<file path="config.mk">
export PLATFORM = sky130hd
export DESIGN_NAME = max3_stream
export DESIGN_NICKNAME = d
export VERILOG_FILES = /design/src/rtl/max3_stream.sv
export SDC_FILE = /design/constraint.sdc
export NUM_CORES = 1
export LEC_CHECK = 0
export BUFFER_PORTS_ARGS = -buffer_cell sky130_fd_sc_hd__buf_2
export CAP_MARGIN = 20
export CORE_ASPECT_RATIO = 2
export CORE_MARGIN = 2
export CORE_UTILIZATION = 41
export CTS_CLUSTER_SIZE = 20
export DETAILED_ROUTE_END_ITERATION = 16
export PLACE_DENSITY = 0.72
export SYNTH_ARGS = -nofsm -noshare
export SYNTH_HDL_FRONTEND = slang
export SYNTH_SLANG_ARGS = --single-unit
</file>
<file path="constraint.sdc">
create_clock -name clk -period 1.95 [get_ports clk]
set_clock_uncertainty 0.05 [all_clocks]
set_input_delay 0.195 -clock clk [delete_from_list [all_inputs] [get_ports clk]]
set_output_delay 0.195 -clock clk [all_outputs]
set_load 0.01 [all_outputs]
</file>
<file path="src/rtl/max3_stream.sv">
// Streaming 3-operand strict-maximum unit: collects x, y, z over a valid/ready
// input, then holds the winner and its index on a valid/ready output.
module max3_stream #(
  parameter int WIDTH = 8
) (
  input  logic             clk,
  input  logic             rst,
  input  logic [WIDTH-1:0] in_data,
  input  logic             in_valid,
  output logic             in_ready,
  output logic [WIDTH-1:0] out_data,
  output logic [1:0]       out_idx,
  output logic             out_valid,
  input  logic             out_ready,
  output logic [7:0]       triple_cnt
);

  typedef enum logic [2:0] {
    LOAD_X,
    LOAD_Y,
    LOAD_Z,
    CMP,
    HOLD
  } state_t;

  state_t           state, state_nxt;
  logic [WIDTH-1:0] x, y, z;
  logic [WIDTH-1:0] win_data;
  logic [1:0]       win_idx;
  logic             accept;
  logic             consume;

  // in_ready depends only on the state register, so it never combinationally
  // follows in_valid.
  always_comb begin
    // NOTE: every output of this block gets a default first so no path leaves
    // it unassigned, which would otherwise infer a latch.
    state_nxt = state;
    in_ready  = 1'b0;
    consume   = 1'b0;
    case (state)
      LOAD_X: begin
        in_ready = 1'b1;
        if (in_valid) state_nxt = LOAD_Y;
      end
      LOAD_Y: begin
        in_ready = 1'b1;
        if (in_valid) state_nxt = LOAD_Z;
      end
      LOAD_Z: begin
        in_ready = 1'b1;
        if (in_valid) state_nxt = CMP;
      end
      CMP:  state_nxt = HOLD;
      HOLD: begin
        consume = out_ready;
        if (out_ready) state_nxt = LOAD_X;
      end
      default: state_nxt = LOAD_X;
    endcase
  end

  assign accept = in_valid && in_ready;

  // A tie for the maximum, including all three equal, reports no winner.
  always_comb begin
    win_data = '0;
    win_idx  = 2'd0;
    if (x > y && x > z) begin
      win_data = x;
      win_idx  = 2'd1;
    end else if (y > x && y > z) begin
      win_data = y;
      win_idx  = 2'd2;
    end else if (z > x && z > y) begin
      win_data = z;
      win_idx  = 2'd3;
    end
  end

  // NOTE: all state here uses non-blocking assignments so every register
  // samples pre-edge values regardless of statement order.
  always_ff @(posedge clk) begin
    if (rst) begin
      state      <= LOAD_X;
      x          <= '0;
      y          <= '0;
      z          <= '0;
      out_data   <= '0;
      out_idx    <= 2'd0;
      out_valid  <= 1'b0;
      triple_cnt <= 8'd0;
    end else begin
      state <= state_nxt;
      if (accept) begin
        case (state)
          LOAD_X:  x <= in_data;
          LOAD_Y:  y <= in_data;
          LOAD_Z:  z <= in_data;
          default: ;
        endcase
      end
      if (state == CMP) begin
        out_data  <= win_data;
        out_idx   <= win_idx;
        out_valid <= 1'b1;
      end
      if (consume) begin
        out_valid  <= 1'b0;
        triple_cnt <= triple_cnt + 8'd1;
      end
    end
  end

endmodule
</file>
==> reports/results.ini <==
[synth]
synthMuxAreaShare_pct = 3.62
synthCells = 296
synth_top_family_by_area = simple AND/OR/NAND/NOR gates
async_reset_ff_share_pct = 0
synth_edf_count = 0
yosys_warnings = 0
synth_xor_area_share_pct = 2.46
syn_nets = 333
synthDistinctLibCells = 44
avgSynthCellArea_um2 = 8.41
yosys.area_share.simple_pct = 21.7
synth-adder-area-share_pct = 12.6
synth_seq_cells = 46
synthTopCellsByArea = dfxtp_1 37%, ha_1 13%, a21oi_1 7.0%
synth-compound-area-share_pct = 17.6
synth_area_um2 = 2490
synth.top_cell.area_share_pct = 37.0
synth_ff_type = dfxtp_1
synth_area_leader_cell = dfxtp_1
yosysSeqAreaShare_pct = 37.0

[sta]
tightest_slew_ps = 608
fin_hold_ws_ps = 106
final-max-slew-violation-count = 0
finalCriticalPeriod_ps = 2000
hold_viol = 0
tns_ps = -338
setup_slack_ps = -54.8
slew_headroom_pct = 59.3
fmax_mhz = 499
grt_setup_unrepaired = true
period_share_pct = 103
setup_viol = 9

[clocking]
clock_latency_ps = 290
cts_tree = yes
cts-root-buf = clkbuf_16
htreeDepth = 2
holdBufCountCts = 0
cts_made_buffers = 5
clk_pin_slew_ps = 70
clockBufferDepth = 2
cts_sinks = 46

[cells_and_area]
nets = 392
layout_common_cells = 42 x nand2_1, 33 x dfxtp_1
stdcell_count = 419
layout_commonest_cell = nand2_1
multiInputGateArea_um2 = 1740
final_area_um2 = 3400
layout-drive-gt1-share_pct = 37.4
area_delta_synth_final_pct = 36.8
regArea_um2 = 947
fillerInstances = 493
antenna_cells = 0

[global_route]
gr-total-overflow = 0
antenna_found_initial = 0
grt_max_degree = 26
grt_pass1_wl_um = 11500
grt_pass1_vias = 2413
grt_usage_pct = 23.1

[power_and_ir_drop]
p_clk_share_pct = 37.1
p_per_area_nw_per_um2 = 786
p_sw_uw = 792
combPwrFrac_pct = 25.3
power_leakage_uw = 0.00136
p_sw_share_pct = 29.6
power.internal_uw = 1880
ir_drop_mv = 0.915
pwr-share-seq_pct = 37.6

[setup_path]
crit_required_ps = 2130
crit_family = compound AO/OA/AOI/OAI gates
endpoint_kind = flip-flop
cp-start-kind = flip-flop
cpPeakStageDelay_ps = 460
worstPathCellList = inv_1, ha_1, a21oi_2, o21ai_1, o21bai_2, a211oi_4, buf_6, a221oi_2, a21oi_1
crit_slowest_cell = dfxtp_1
criticalPathCategory = flip-flop to flip-flop
path_buf_inv = 2
arrival_ps = 2180
crit_fanout = 6

[status]
violations = negative setup slack
status = finished, violations left

[routing]
ant_nets = 0
drt_iter0_drc = 60
wire_per_inst_um = 18.0
avgViaCountPerCell = 5.86
firstDrtPassIters = 4
drc = 0
wl_um = 7550
vias = 2457

[floorplanning]
die_y_um = 114
core_um2 = 5960
start_util_pct = 41.8
rows = 40
ios = 32
die-area_um2 = 6750
die_width_um = 59.1

[placement]
dp_hpwl_um = 5280
place_area_um2 = 2860
gp_congestion = 0.837
dp.cells = 404
io_buffers = 31

[run]
cap_viol_max_count = 0

[hold_path]
min_path_type = primary input to flip-flop

registers in the layout (all words and copies together), names as in the netlist:
register and count:
triple_cnt 8, state 3, out_idx 2, out_valid 1, y 8, x 8
z 8, out_data 8
layer usage:
layer	track usage [%]	vias to the layer above	wire, µm
met5	0	-	0
met4	18.6	0	631
met1	21.2	1173	2530
met2	42.5	68	4180
li1	-	1172	-
met3	2.82	44	202
path summary, 6_finish.rpt:
kind         slack (ps)     endpoint  depth (start not counted)  startpoint
min reg2reg         410         x[2]                          2        x[2]
max                 -50  out_data[3]                          9        y[4]
max reg2reg         -50  out_data[3]                          9        y[4]
min                 110         y[6]                          3  in_data[6]
layout make-up:
| class | instances | share of cell area, % |
|---|---|---|
| Multi-Input combinational cell | 222 | 51.2 |
| Sequential cell | 46 | 27.8 |
| Timing Repair Buffer | 63 | 11.7 |
| Clock buffer | 5 | 3.68 |
| Tap cell | 63 | 2.32 |
| Inverter | 17 | 1.95 |
| Clock inverter | 3 | 1.29 |
cell usage after synthesis, drive strengths merged, types with 3 or more instances:
cell and count:
a211oi 3, a21oi 36, a221oi 6, a311o 5, buf 7, clkbuf 5
dfxtp 46, ha 25, inv 17, mux2i 9, nand2 42, nand3 11
nand4 10, nor2 33, nor2b 5, nor3 5, o211ai 3, xor2 5
power by group through the flow:
stage	Combinational (µW)	Sequential, µW	Clock [µW]
2_1_floorplan	351	1010	0
3_3_place_gp	498	1020	0
3_5_place_dp	511	1020	0
4_1_cts	599	1000	1000
5_1_grt	737	1010	1040
6_report	677	1000	993
cell families (layout without fill, tap and decap cells):
family                     after synthesis  in the layout
and+or+nand+nor                        116            117
AOI/OAI and AO/OA                       64             64
DFF                                     46             46
buffers and inverters                   29             88
adders and majority gates               25             25
muxes                                    9              9
xor gates and xnor gates                 7              7
worst register-to-register path, stage by stage (launching register included):
cell      delay, ps
dfxtp_1         460
inv_1            80
ha_1            220
a21oi_2         140
o21ai_1          80
o21bai_2        210
a211oi_4        270
buf_6           180
a221oi_2         70
a21oi_1         170
metrics by stage:
step	worst slack, ps	util, %	power, µW
finish	-54.8	57.2	2670
global route	-147	57.2	2780
floorplan	51.3	-	1360
CTS	-12.3	53.9	2600
global placement	-95.5	48.0	1520
detailed placement	-108	48.0	1530
what timing repair did:
action	in CTS	in global routing
pin swaps	14	22
buffers inserted	3	3
resized for setup	36	30
endpoints found under the setup margin	10	10
cloned	1	0
(Power assumes the default switching activity.)
